<file path="src/rtl/fetch_pc_sequencer_pkg.sv">
// Shared encodings for the fetch PC sequencer: redirect target select and FSM states.
package fetch_pc_sequencer_pkg;

  typedef enum logic [1:0] {
    PC_SEQ = 2'b00,
    PC_BR  = 2'b01,
    PC_JMP = 2'b10,
    PC_REG = 2'b11
  } pc_sel_e;

  typedef enum logic [1:0] {
    RESET = 2'd0,
    ISSUE = 2'd1,
    WAIT  = 2'd2
  } fetch_state_e;

endpackage

</file>
<file path="src/rtl/fetch_pc_sequencer_pc_target_calc.sv">
// Combinational redirect target: sequential, PC-relative branch/jump, or register-indirect.
module pc_target_calc
  import fetch_pc_sequencer_pkg::*;
#(
  parameter int AddrWidth   = 10,
  parameter int InstBytes   = 4,
  parameter int BrImmWidth  = 14,
  parameter int JmpImmWidth = 24
) (
  input  pc_sel_e                i_sel,
  input  logic [AddrWidth-1:0]   i_base,
  input  logic [BrImmWidth-1:0]  i_imm_br,
  input  logic [JmpImmWidth-1:0] i_imm_jmp,
  input  logic [AddrWidth-2:0]   i_reg_hi,
  output logic [AddrWidth-1:0]   o_target
);

  logic [AddrWidth-1:0] w_br_off;
  logic [AddrWidth-1:0] w_jmp_off;

  // Offsets are in halfwords: sign-extend, shift by one, keep the low AddrWidth bits.
  assign w_br_off  = AddrWidth'({{AddrWidth{i_imm_br[BrImmWidth-1]}}, i_imm_br, 1'b0});
  assign w_jmp_off = AddrWidth'({{AddrWidth{i_imm_jmp[JmpImmWidth-1]}}, i_imm_jmp, 1'b0});

  always_comb begin
    o_target = i_base + AddrWidth'(InstBytes);
    case (i_sel)
      PC_SEQ: o_target = i_base + AddrWidth'(InstBytes);
      PC_BR:  o_target = i_base + w_br_off;
      PC_JMP: o_target = i_base + w_jmp_off;
      PC_REG: o_target = {i_reg_hi, 1'b0};
    endcase
  end

endmodule

</file>
<file path="src/rtl/fetch_pc_sequencer.sv">
// Fetch-front-end PC sequencer: single outstanding imem request, one-entry output
// register, redirect handling with drop of stale in-flight responses.
module fetch_pc_sequencer
  import fetch_pc_sequencer_pkg::*;
#(
  parameter int                   AddrWidth   = 10,
  parameter int                   DataWidth   = 32,
  parameter int                   InstBytes   = 4,
  parameter int                   BrImmWidth  = 14,
  parameter int                   JmpImmWidth = 24,
  parameter logic [AddrWidth-1:0] ResetPc     = '0
) (
  input  logic                   clk,
  input  logic                   rst_n,
  output logic                   fetch_req,
  output logic [AddrWidth-1:0]   fetch_addr,
  input  logic                   fetch_ack,
  input  logic [DataWidth-1:0]   fetch_rdata,
  input  logic                   stall,
  output logic                   inst_valid,
  output logic [AddrWidth-1:0]   inst_pc,
  output logic [DataWidth-1:0]   inst_data,
  input  logic                   redirect_valid,
  input  logic [1:0]             pc_select,
  input  logic [AddrWidth-1:0]   redirect_base,
  input  logic [BrImmWidth-1:0]  imm_br,
  input  logic [JmpImmWidth-1:0] imm_jmp,
  input  logic [DataWidth-1:0]   reg_target
);

  fetch_state_e         r_state;
  logic                 r_flush_pending;
  logic [AddrWidth-1:0] r_pc;
  logic                 r_fetch_req;
  logic [AddrWidth-1:0] r_fetch_addr;
  logic                 r_inst_valid;
  logic [AddrWidth-1:0] r_inst_pc;
  logic [DataWidth-1:0] r_inst_data;

  logic [AddrWidth-1:0] w_target;
  logic [AddrWidth-1:0] w_next_seq;
  logic                 w_room;
  logic                 w_capture;
  logic                 w_unused_reg;

  // Only the PC-sized, halfword-aligned part of the register target matters.
  assign w_unused_reg = ^{reg_target[DataWidth-1:AddrWidth], reg_target[0]};

  pc_target_calc #(
    .AddrWidth   (AddrWidth),
    .InstBytes   (InstBytes),
    .BrImmWidth  (BrImmWidth),
    .JmpImmWidth (JmpImmWidth)
  ) u_target (
    .i_sel     (pc_sel_e'(pc_select)),
    .i_base    (redirect_base),
    .i_imm_br  (imm_br),
    .i_imm_jmp (imm_jmp),
    .i_reg_hi  (reg_target[AddrWidth-1:1]),
    .o_target  (w_target)
  );

  assign w_next_seq = r_fetch_addr + AddrWidth'(InstBytes);
  // Output register can take new data if it is empty or decode consumes it this cycle.
  assign w_room     = !r_inst_valid || !stall;
  // A response is kept only if it is current and has somewhere to go; a response that
  // arrives while the output is full and stalled is dropped and refetched later.
  assign w_capture  = (r_state == WAIT) && fetch_ack && !r_flush_pending &&
                      !redirect_valid && w_room;

  always_ff @(posedge clk or negedge rst_n) begin
    if (!rst_n) begin
      r_state         <= RESET;
      r_flush_pending <= 1'b0;
      r_pc            <= ResetPc;
      r_fetch_req     <= 1'b0;
      r_fetch_addr    <= ResetPc;
      r_inst_valid    <= 1'b0;
      r_inst_pc       <= '0;
      r_inst_data     <= '0;
    end else begin
      if (w_capture) begin
        r_inst_valid <= 1'b1;
        r_inst_pc    <= r_fetch_addr;
        r_inst_data  <= fetch_rdata;
      end else if (redirect_valid || !stall) begin
        r_inst_valid <= 1'b0;
      end

      if (redirect_valid)
        r_pc <= w_target;
      else if (w_capture)
        r_pc <= w_next_seq;

      unique case (r_state)
        RESET: r_state <= ISSUE;
        ISSUE: begin
          if (!redirect_valid && w_room) begin
            r_state      <= WAIT;
            r_fetch_req  <= 1'b1;
            r_fetch_addr <= r_pc;
          end
        end
        WAIT: begin
          if (fetch_ack) begin
            r_flush_pending <= 1'b0;
            if (w_capture && !stall) begin
              r_fetch_addr <= w_next_seq;
            end else begin
              r_state     <= ISSUE;
              r_fetch_req <= 1'b0;
            end
          end else if (redirect_valid) begin
            // Request stays on the bus until acked; its response is discarded.
            r_flush_pending <= 1'b1;
          end
        end
        default: r_state <= RESET;
      endcase
    end
  end

  assign fetch_req  = r_fetch_req;
  assign fetch_addr = r_fetch_addr;
  assign inst_valid = r_inst_valid;
  assign inst_pc    = r_inst_pc;
  assign inst_data  = r_inst_data;

endmodule

</file>
<file path="config.mk">
export PLATFORM = sky130hd
export DESIGN_NAME = fetch_pc_sequencer
export DESIGN_NICKNAME = d
export VERILOG_FILES = /design/src/rtl/fetch_pc_sequencer_pkg.sv /design/src/rtl/fetch_pc_sequencer_pc_target_calc.sv /design/src/rtl/fetch_pc_sequencer.sv
export SDC_FILE = /design/constraint.sdc
export NUM_CORES = 1
export LEC_CHECK = 0
export BUFFER_PORTS_ARGS = -buffer_cell sky130_fd_sc_hd__buf_2
export CAP_MARGIN = 10
export CORE_MARGIN = 10
export CORE_UTILIZATION = 42
export DETAILED_ROUTE_END_ITERATION = 10
export MAX_ROUTING_LAYER = met4
export PLACE_DENSITY = 0.85
export SETUP_SLACK_MARGIN = 0.05
export SLEW_MARGIN = 5
export SYNTH_ARGS = -nofsm -noshare
export SYNTH_HDL_FRONTEND = slang
export SYNTH_SLANG_ARGS = --single-unit
export TNS_END_PERCENT = 10
</file>
<file path="constraint.sdc">
create_clock -name clk -period 1.8 [get_ports clk]
set_input_delay 0.36 -clock clk [delete_from_list [all_inputs] [get_ports clk]]
set_output_delay 0.36 -clock clk [all_outputs]
set_load 0.1 [all_outputs]
</file>
Yosys cells after proc, flatten, opt, wreduce, memory -nomap -nowiden:

Cells that the tools add are included.

* add/sub/neg operators: 4
* equal/unequal tests: 9
* muxes and demuxes: 19
* reduce and logical (&&, ||, !) cells: 22

Operators by type and width (number)
* two-way mux 10 bit: 5
* case mux 10 bit (4 select lines): 1
* adder 10 bit: 2
* adder 10 x 3 -> 10 bit, second input constant: 2
* case mux 10 bit (2 select lines): 1
* AND reduction 4 bit: 2
* nonzero test 2 bit: 4
* two-way mux 1 bit: 7
* == test 2 bit, second input constant: 3
* logical AND 1 bit: 6
* two-way mux 2 bit: 3
* != test 2 bit, second input constant: 3
* case mux 2 bit (3 select lines): 1
* == test 2 x 1 -> 1 bit, second input constant: 2
* zero test 1 bit: 4
* zero test 2 bit: 2
* AND reduction 3 bit: 1
* logical OR 1 bit: 2
* != test 2 x 1 -> 1 bit, second input constant: 1
* case mux 1 bit (2 select lines): 1
* AND reduction 2 bit: 1

* flip-flop bits (word level): 67
* output and inout bits: 54
* word-level logic and storage cells: 62

Depth between registers and ports, before layout:

Gate-level depths: netlist (run 1).

* depth in word-level cells: 9
* gate-level depth with buffers: 13
* depth with buffers taken out: 12

Modules after synthesis:

A second synthesis (run 1) with hierarchy kept.

* cells, all modules: 398
* area total of the unflattened synthesis: 3583.4 µm²

Modules (own cells, without submodules)
* fetch_pc_sequencer: instances 1, area an instance 2827.7 µm², cells an instance 299
* pc_target_calc: instances 1, area an instance 755.7 µm², cells an instance 99

Least setup slack after synthesis (run 1):

Ideal clock, no wire load.

* kind: input to register
* start point: input port pc_select[0]
* end point: register r_pc[9]
* setup time: 64 ps
* data arrival time: 2544 ps
* slack: -809 ps
* cell stages on the path: 13
* required time: 1736 ps
* buffers on the path: 1
* path through: inv_1 ha_1 buf_2 mux2_2 ha_1 inv_1 fa_1 nand2b_1 a21oi_2 a41oi_1 and3_1 o31ai_1 a31o_2

* longest elaborated chain between the ends: 3
* elaborated cells between the ends (all ways): 6
* classes of those cells: 3 x eq/ne; 2 x mux; 1 x reduce/logical

RTL lines
* start, declared: line fetch_pc_sequencer.sv:24 `input logic [1:0] pc_select,`
* == test 2 bit (tied with other cells): line fetch_pc_sequencer_pc_target_calc.sv:27 `case (i_sel)`
* case mux 10 bit (4 select lines) *: line fetch_pc_sequencer_pc_target_calc.sv:27
* two-way mux 10 bit *: line fetch_pc_sequencer.sv:90 `if (redirect_valid)`
* end signal, assigned: line fetch_pc_sequencer.sv:75 `r_pc <= ResetPc;`
* end signal, assigned: line fetch_pc_sequencer.sv:91 `r_pc <= w_target;`
* end signal, assigned: line fetch_pc_sequencer.sv:93 `r_pc <= w_next_seq;`
* end, declared: line fetch_pc_sequencer.sv:33 `logic [AddrWidth-1:0] r_pc;`

Every way passes the cells marked *; elsewhere a longest branch is shown, timed or not.
A chain may end at the register's enable or synchronous reset.

Final worst setup path (run 1):

Ends and elaborated chain as after synthesis.

==> impl_metrics.ini, run 1 <==
[cts]
postCtsHoldBufs = 0
cts_max_level = 3
cts_buffer_depth = 2
cts_sinks = 67
clkTransAtPathRegs_ns = 0.06
cts_tree = built
cts_buffers = 9
cts_root_buf = clkbuf_8
clock_latency_ns = 0.33

[pwr]
seq_power_share_pct = 26.5
clockPowerShare_pct = 10.5
switchingPower_mw = 5.548
p_comb_share_pct = 63.0
total_power_mw = 9.305
p_leak_nw = 2.657
switching_share_pct = 59.62
p_per_area_mw_per_mm2 = 1814
vdd_drop_max_v = 0.0007522
internal_power_mw = 3.758

[timing]
slew_headroom_pct = 66.00
layout_min_cycle_time_ns = 2.096
hold_viol_final = 0
drv_slew = 0
skew_ns = 0.008360
fin_ws_ns = -0.2965
tightest_slew_ns = 0.5136
whs_ns = 0.02593
fmax_mhz = 477.0
rsz0062_at_grt = yes
period_share_pct = 116.5
finalSetupTns_ns = -1.351
setup_violations = 7

[synthesis]
ys_seq_elements = 67
yosysUniqueCellTypes = 49
synth_edf_count = 0
synthTopCellsByArea = dfrtp_1 (46%), nand2_1 (15%), ha_1 (4.8%)
ys_async_sr_fraction_pct = 100.0
synth.avg_cell_area_sq_um = 8.683
synth_ff_type = dfrtp_1
synth_nets = 550
syn_inst = 416
synth_top_area_cell = dfrtp_1
synth_area_sq_mm = 0.003612
synth_top_cell_area_share_pct = 46.41
seq_area_frac_synth_pct = 46.41
ys_warn_count = 0

[grt]
overflow = 0
grt_max_degree = 50
grt_pass1_vias = 3621
grt_util_all_layers_pct = 16.03
grt_pass1_wl_microns = 16880
antenna_found_initial = 0

[place]
io_buffers = 129
preCtsSetupSlack_ns = -0.8639
dp_hpwl_microns = 8143
gp_congestion = 0.8759
dpl_cell_area_sq_mm = 0.004808

[floorplan]
die_h_microns = 112.7
start_util_pct = 43.52
dieArea_sq_mm = 0.01271
die_w_microns = 112.7
rows = 33
core_sq_mm = 0.008299
io_pins = 173

[route]
drt-initial-drc-count = 181
routed_wl_microns = 10430
post_drt_wl_per_cell_microns = 15.07
dr.pass1.iters = 4
drc = 0
via_count = 3444
ant_nets = 0
avgViaCountPerCell = 4.977

[critical_path]
endpoint_kind = flop
crit_required_ns = 2.02
crit_path_start = pc_select[0]
slowest_stage = fa_2
crit_arrival_ns = 2.31
r2r-start = r_state[0]
worstSetupStartpointType = primary input
cp_common_cell = ha_4
critPathMaxFanout = 5
critPathMaxStageDelay_ns = 0.33
crit_family = compound AO/OA/AOI/OAI gates
worst-path-buf-inv = 3
path_cells = buf_12, inv_12, ha_4, mux2_4, ha_4, inv_2, fa_2, nand2b_4, a21oi_4, a41oi_2, a21oi_2, o31ai_2, a31o_2
setup.worst_path.class = primary input to flop

[layout]
drive_gt1_share_pct = 41.74
most-common-layout-cells = nand2_1 (145), buf_2 (127), dfrtp_1 (60)
syn_to_final_growth_pct = 42.02
fillers = 705
postLayoutCellArea_sq_mm = 0.005130
num_antenna_cells = 0
layout_commonest_cell = nand2_1
finalNetCount = 718

[status]
violations = setup timing
outcome = finished with violations

[worst_hold_path]
hold_class = primary input to asynchronous set/reset pin

[job]
maxCapViolCount = 0
## logic make-up (layout without fill, tap and decap cells)
logic type                 Yosys count  after routing  share of synthesized area (%)
adders and majority gates           15             15                          5.404
xor gates and xnor gates            17             17                          4.122
DFF                                 67             67                          46.42
and+or+nand+nor                    199            199                          22.86
muxes                               13             13                          3.949
buffers and inverters               30            201                          3.741
AOI/OAI and AO/OA                   75             75                          13.51
## layer usage
layer / vias up / track usage, % / wire length, microns
met5: - / - / 0
met4: 0 / 4.399 / 105
met3: 10 / 5.441 / 846
met2: 134 / 24.39 / 4742
met1: 1572 / 19.93 / 4732
li1: 1728 / - / -
## final timing paths
| kind | slack, ns | endpoint | cells past startpoint |
|---|---|---|---|
| min in group clk | 0.22 | inst_data[13] | 3 |
| worst max register to register | 0 | r_pc[4] | 6 |
| max in group asynchronous | 1.51 | fetch_addr[2] | 2 |
| worst min register to register | 0.47 | inst_data[8] | 2 |
| worst max-delay path | -0.30 | r_pc[9] | 13 |
| worst min-delay path | 0.03 | inst_data[7] | 2 |
## power groups by stage
stage,logic [mW],clock network [mW],registers [mW]
6_report,5.87,0.973,2.47
5_1_grt,6.15,1.05,2.53
4_1_cts,5.86,1.01,2.45
3_5_place_dp,5.80,0,2.47
3_3_place_gp,5.73,0,2.43
2_1_floorplan,1.14,0,5.90
## cells in the mapped netlist (4+ instances only)
cell	n
nand2_1	149
dfrtp_1	67
nor2_1	23
a21oi_1	18
o21ai_0	17
ha_1	14
buf_2	12
xnor2_1	11
inv_1	10
mux2_2	10
nand3_1	7
clkbuf_1	6
o22ai_1	6
xor2_1	6
a22oi_1	4
o211ai_1	4
## registers in the layout, summed over array words and instances, names as in the netlist
name             count
inst_data           32
fetch_req            1
inst_valid           1
r_pc                10
r_state              2
inst_pc             10
fetch_addr          10
r_flush_pending      1
## cell type report
type	count	area [sq um]	area share [%]
Clock buffer	13	138.9	2.707
Clock inverter	1	5.005	0.09756
Inverter	10	50.05	0.9756
Multi-Input combinational cell	319	2042	39.80
Sequential cell	67	1690	32.95
Tap cell	105	131.4	2.561
Timing Repair Buffer	177	1072	20.90
## stage by stage
step	instances	util [%]
floorplan	416	-
global placement	676	57.94
detailed placement	676	57.94
CTS	692	60.92
global route	692	61.81
finish	692	61.81
## timing repair
action,CTS,global route
pin swaps,14,9
setup endpoints to repair,28,34
resized for setup,19,18
buffers inserted,2,0
(Power assumes the default switching activity.)
==> inputs of run 2 (changes only) <==
Settings changed: SETUP_SLACK_MARGIN 0.05 to not set.
==> impl_metrics.ini, run 2 (same netlist as run 1, synthesis figures left out) <==
[grt]
antenna_found_initial = 0
grt_pass1_vias = 3679
overflow = 0
grt_pass1_wl_microns = 17430
grt_max_degree = 26
grt_util_all_layers_pct = 16.80

[layout]
fillers = 706
final_cells = 696
syn_to_final_growth_pct = 42.29
num_antenna_cells = 0
layout_commonest_cell = nand2_1
post-route-util_pct = 61.93
largest_reg_flops = 32
most-common-layout-cells = nand2_1 (148), buf_2 (127), dfrtp_1 (63)
finalNetCount = 724
drive_gt1_share_pct = 40.95

[pwr]
p_per_area_mw_per_mm2 = 1814
internal_power_mw = 3.804
vdd_drop_max_v = 0.0008673
p_leak_nw = 2.688
switching_share_pct = 59.19
switchingPower_mw = 5.517
p_comb_share_pct = 62.8
clockPowerShare_pct = 11.0
seq_power_share_pct = 26.1

[floorplan]
die_h_microns = 112.7
die_w_microns = 112.7
start_util_pct = 43.52
io_pins = 173
core_sq_mm = 0.008299
dieArea_sq_mm = 0.01271
rows = 33

[status]
outcome = finished with violations
violations = setup timing

[cts]
cts_sinks = 67
cts_tree = built
cts_root_buf = clkbuf_8
postCtsHoldBufs = 0
cts_buffer_depth = 2
cts_max_level = 3
cts_buffers = 9
clock_latency_ns = 0.33
clkTransAtPathRegs_ns = 0.06

[critical_path]
cp-endpoint = r_pc[9]
crit_arrival_ns = 2.34
crit_required_ns = 2.02
critPathMaxFanout = 5
setup.worst_path.class = primary input to flop
path_cells = buf_12, inv_12, ha_4, mux2_4, ha_4, inv_2, fa_2, nand2b_4, a21oi_4, a41oi_2, a21oi_2, o31ai_2, a31o_2
crit_path_start = pc_select[0]
critPathMaxStageDelay_ns = 0.33
cp_common_cell = ha_4
slowest_stage = fa_2
worstSetupStartpointType = primary input
r2r-start = r_state[0]
r2r_cells = 6
endpoint_kind = flop
regToRegEndpoint = r_pc[8]
worst-r2r-setup-slack_ns = 0

[route]
dr_wl_met2_microns = 4956
ant_nets = 0
met1_length_microns = 4514
drc = 0
wl_met3_microns = 927
dr.pass1.iters = 4
routed_wl_microns = 10510
top_layer = met4
post_drt_wl_per_cell_microns = 15.11
drt-initial-drc-count = 260
avgViaCountPerCell = 5.068
via_count = 3527

[place]
dpl.cell_count = 681
gp_congestion = 0.8829
preCtsSetupSlack_ns = -0.8552
dp_hpwl_microns = 8524
io_buffers = 129

[timing]
drv_slew = 0
tightest_slew_ns = 0.5272
hold_viol_final = 0
layout_min_cycle_time_ns = 2.125
slew_headroom_pct = 64.85
fmax_mhz = 470.6
period_share_pct = 118.1
setup_violations = 7
skew_ns = 0.007943
rsz0062_at_grt = yes
fin_ws_ns = -0.3249

[job]
maxCapViolCount = 0

[worst_hold_path]
hold_class = primary input to asynchronous set/reset pin
-- run 2: per-layer routing --
metal,track usage [%],up-vias
met2,26.54,144
li1,-,1744
met3,5.388,9
met1,20.11,1630
met4,4.907,0
met5,-,-
-- run 2: worst min path at each step --
| stage | startpoint | to | slack (ns) |
|---|---|---|---|
| final | rst_n | inst_data[25] | 0.006 |
| after global routing | rst_n | inst_pc[3] | 0.02 |
| after floorplan | rst_n | fetch_addr[0] | 0.06 |
| after global placement | rst_n | inst_data[6] | 0.37 |
| after CTS | rst_n | inst_data[25] | 0.005 |
| after detailed placement | rst_n | inst_data[6] | 0.36 |
-- run 2: timing repair --
| action | in CTS | in global routing |
|---|---|---|
| gates resized for setup | 14 | 13 |
| pin swaps | 15 | 11 |
| endpoints found under the setup margin | 11 | 56 |
| setup buffers | 2 | 1 |
-- run 2: final cells by class --
type | instances | area [sq um] | share of cell area, %
well taps | 105 | 131.4 | 2.556
flip-flops and latches | 67 | 1684 | 32.77
clock buffers | 12 | 155.1 | 3.019
inverters | 10 | 50.05 | 0.9737
multi-input cells | 319 | 1998 | 38.88
repair buffers | 183 | 1121 | 21.81
-- run 2: power groups by stage --
stage	sequential, mW	combinational, mW	clock [mW]
floorplan	5.88	1.12	0
global placement	2.42	5.72	0
global route	2.51	6.16	1.14
CTS	2.43	5.85	1.06
finish	2.43	5.86	1.03
detailed placement	2.46	5.80	0
-- run 2: worst max-delay path: cells and delay by family --
family,cells,cell delay [ns]
buffers and inverters,3,0.15
adders and majority gates,3,0.62
AOI/OAI and AO/OA,5,0.82
muxes,1,0.21
and+or+nand+nor,1,0.16
-- run 2: through the flow --
stage	area (sq um)	power [mW]	TNS [ns]	hold WS, ns
2_1_floorplan	3741	7.001	-6.383	0.06441
3_3_place_gp	4841	8.140	-4.752	0.3699
3_5_place_dp	4841	8.261	-5.303	0.3642
4_1_cts	5069	9.336	-1.479	0.005443
5_1_grt	5140	9.815	-3.078	0.02023
6_report	5140	9.322	-1.481	0.006030
==> inputs of run 3 (changes only) <==
Settings changed: CORE_UTILIZATION 42 to 39, PLACE_DENSITY 0.85 to 0.8.
==> impl_metrics.ini, run 3 (same netlist as run 1, synthesis figures left out) <==
[status]
outcome = finished with violations
violations = setup timing

[timing]
drv_slew = 0
fmax_mhz = 469.1
tightest_slew_ns = 0.5129
whs_ns = 0.03185
layout_min_cycle_time_ns = 2.132
skew_ns = 0.006891
period_share_pct = 118.4
hold_viol_final = 0
setup_violations = 7
rsz0062_at_grt = yes
slew_headroom_pct = 66.04
fin_ws_ns = -0.3317
finalSetupTns_ns = -1.411

[layout]
finalNetCount = 716
largest_reg_flops = 32
final_cells = 697
multiInputGateArea_sq_mm = 0.001971
syn_to_final_growth_pct = 41.15
layout_commonest_cell = nand2_1
fillers = 797
num_antenna_cells = 0
postLayoutCellArea_sq_mm = 0.005099
most-common-layout-cells = nand2_1 (149), buf_2 (127), dfrtp_1 (63)
drive_gt1_share_pct = 39.59
seq_area_sq_mm = 0.001684

[grt]
antenna_found_initial = 0
overflow = 0
grt_util_all_layers_pct = 15.81
grt_pass1_wl_microns = 16800
grt_max_degree = 68
grt_pass1_vias = 3594

[job]
maxCapViolCount = 0

[critical_path]
crit_required_ns = 2.04
slowest_stage = mux2_2
endpoint_kind = flop
cp-endpoint = r_pc[9]
critPathMaxStageDelay_ns = 0.33
critPathMaxFanout = 5
worst-r2r-setup-slack_ns = -0.09
r2r_cells = 6
path_depth = 11
worstSetupStartpointType = primary input
crit_path_start = pc_select[0]
worst-path-buf-inv = 4
crit_family = compound AO/OA/AOI/OAI gates
setup.worst_path.class = primary input to flop
path_cells = buf_12, inv_12, ha_4, buf_6, mux2_2, ha_1, buf_4, a41oi_2, and3_4, o31ai_4, a31o_2
crit_arrival_ns = 2.37
regToRegEndpoint = r_pc[4]
r2r-start = r_state[0]

[pwr]
switching_share_pct = 58.66
p_comb_share_pct = 61.4
internal_power_mw = 3.904
vdd_drop_max_v = 0.001188
seq_power_share_pct = 25.6
p_leak_nw = 2.660
clockPowerShare_pct = 13.0
switchingPower_mw = 5.541
p_per_area_mw_per_mm2 = 1853

[floorplan]
die_h_microns = 116.2
rows = 35
core_sq_mm = 0.009109
start_util_pct = 39.66
die_w_microns = 116.2
io_pins = 173
dieArea_sq_mm = 0.01351

[cts]
cts_tree = built
postCtsHoldBufs = 0
cts_root_buf = clkbuf_8
cts_buffer_depth = 2
clock_latency_ns = 0.34
cts_sinks = 67
cts_buffers = 9
cts_max_level = 3
clkTransAtPathRegs_ns = 0.07

[place]
dp_hpwl_microns = 8181
io_buffers = 129
dpl.cell_count = 679
dpl_cell_area_sq_mm = 0.004788
gp_congestion = 0.8505

[route]
drc = 0
routed_wl_microns = 10320
dr.pass1.iters = 4
drt-initial-drc-count = 213
avgViaCountPerCell = 4.968
ant_nets = 0
post_drt_wl_per_cell_microns = 14.81
via_count = 3463

[worst_hold_path]
hold_class = primary input to asynchronous set/reset pin
## run 3: worst min-delay path by stage
stage          start       endpoint  slack, ns  depth (start not counted)
2_1_floorplan  rst_n  fetch_addr[0]       0.06                          0
3_3_place_gp   rst_n  inst_data[10]       0.41                          2
3_5_place_dp   rst_n  inst_data[10]       0.40                          2
4_1_cts        rst_n  inst_data[17]       0.04                          2
5_1_grt        rst_n  inst_data[17]       0.05                          2
6_report       rst_n  inst_data[10]       0.03                          2
## run 3: timing repair
item	CTS	global route
pin swaps	12	5
resized for setup	13	7
cloned	0	0
setup buffers	1	2
setup endpoints to repair	7	30
## run 3: metal layers
layer / track usage, % / share of wire (%) / vias to the layer above
met3: 4.879 / 8.5 / 15
met2: 23.83 / 43 / 133
met5: - / 0 / -
met1: 19.42 / 46 / 1579
met4: 6.255 / 1.7 / 0
li1: - / - / 1736
## run 3: stage by stage
step	total power [mW]	utilization (%)	worst slack [ns]
4_1_cts	9.489	55.37	-0.3123
6_report	9.445	55.98	-0.3317
2_1_floorplan	7.001	-	-0.5940
3_3_place_gp	8.108	52.57	-0.7718
5_1_grt	9.924	55.98	-0.4238
3_5_place_dp	8.214	52.57	-0.8515
## run 3: final cells by class
cell class	instances	area share (%)
Multi-Input combinational cell	319	38.65
Sequential cell	67	33.03
Timing Repair Buffer	175	20.81
Clock buffer	13	3.117
Tap cell	111	2.724
Inverter	10	0.9816
Clock inverter	2	0.6871
## run 3: power by group through the flow
stage | registers [mW] | clock network, mW | logic, mW
after detailed placement | 2.44 | 0 | 5.77
after floorplan | 5.88 | 0 | 1.12
final | 2.42 | 1.23 | 5.80
after global placement | 2.42 | 0 | 5.69
after global routing | 2.51 | 1.35 | 6.07
after CTS | 2.42 | 1.27 | 5.81
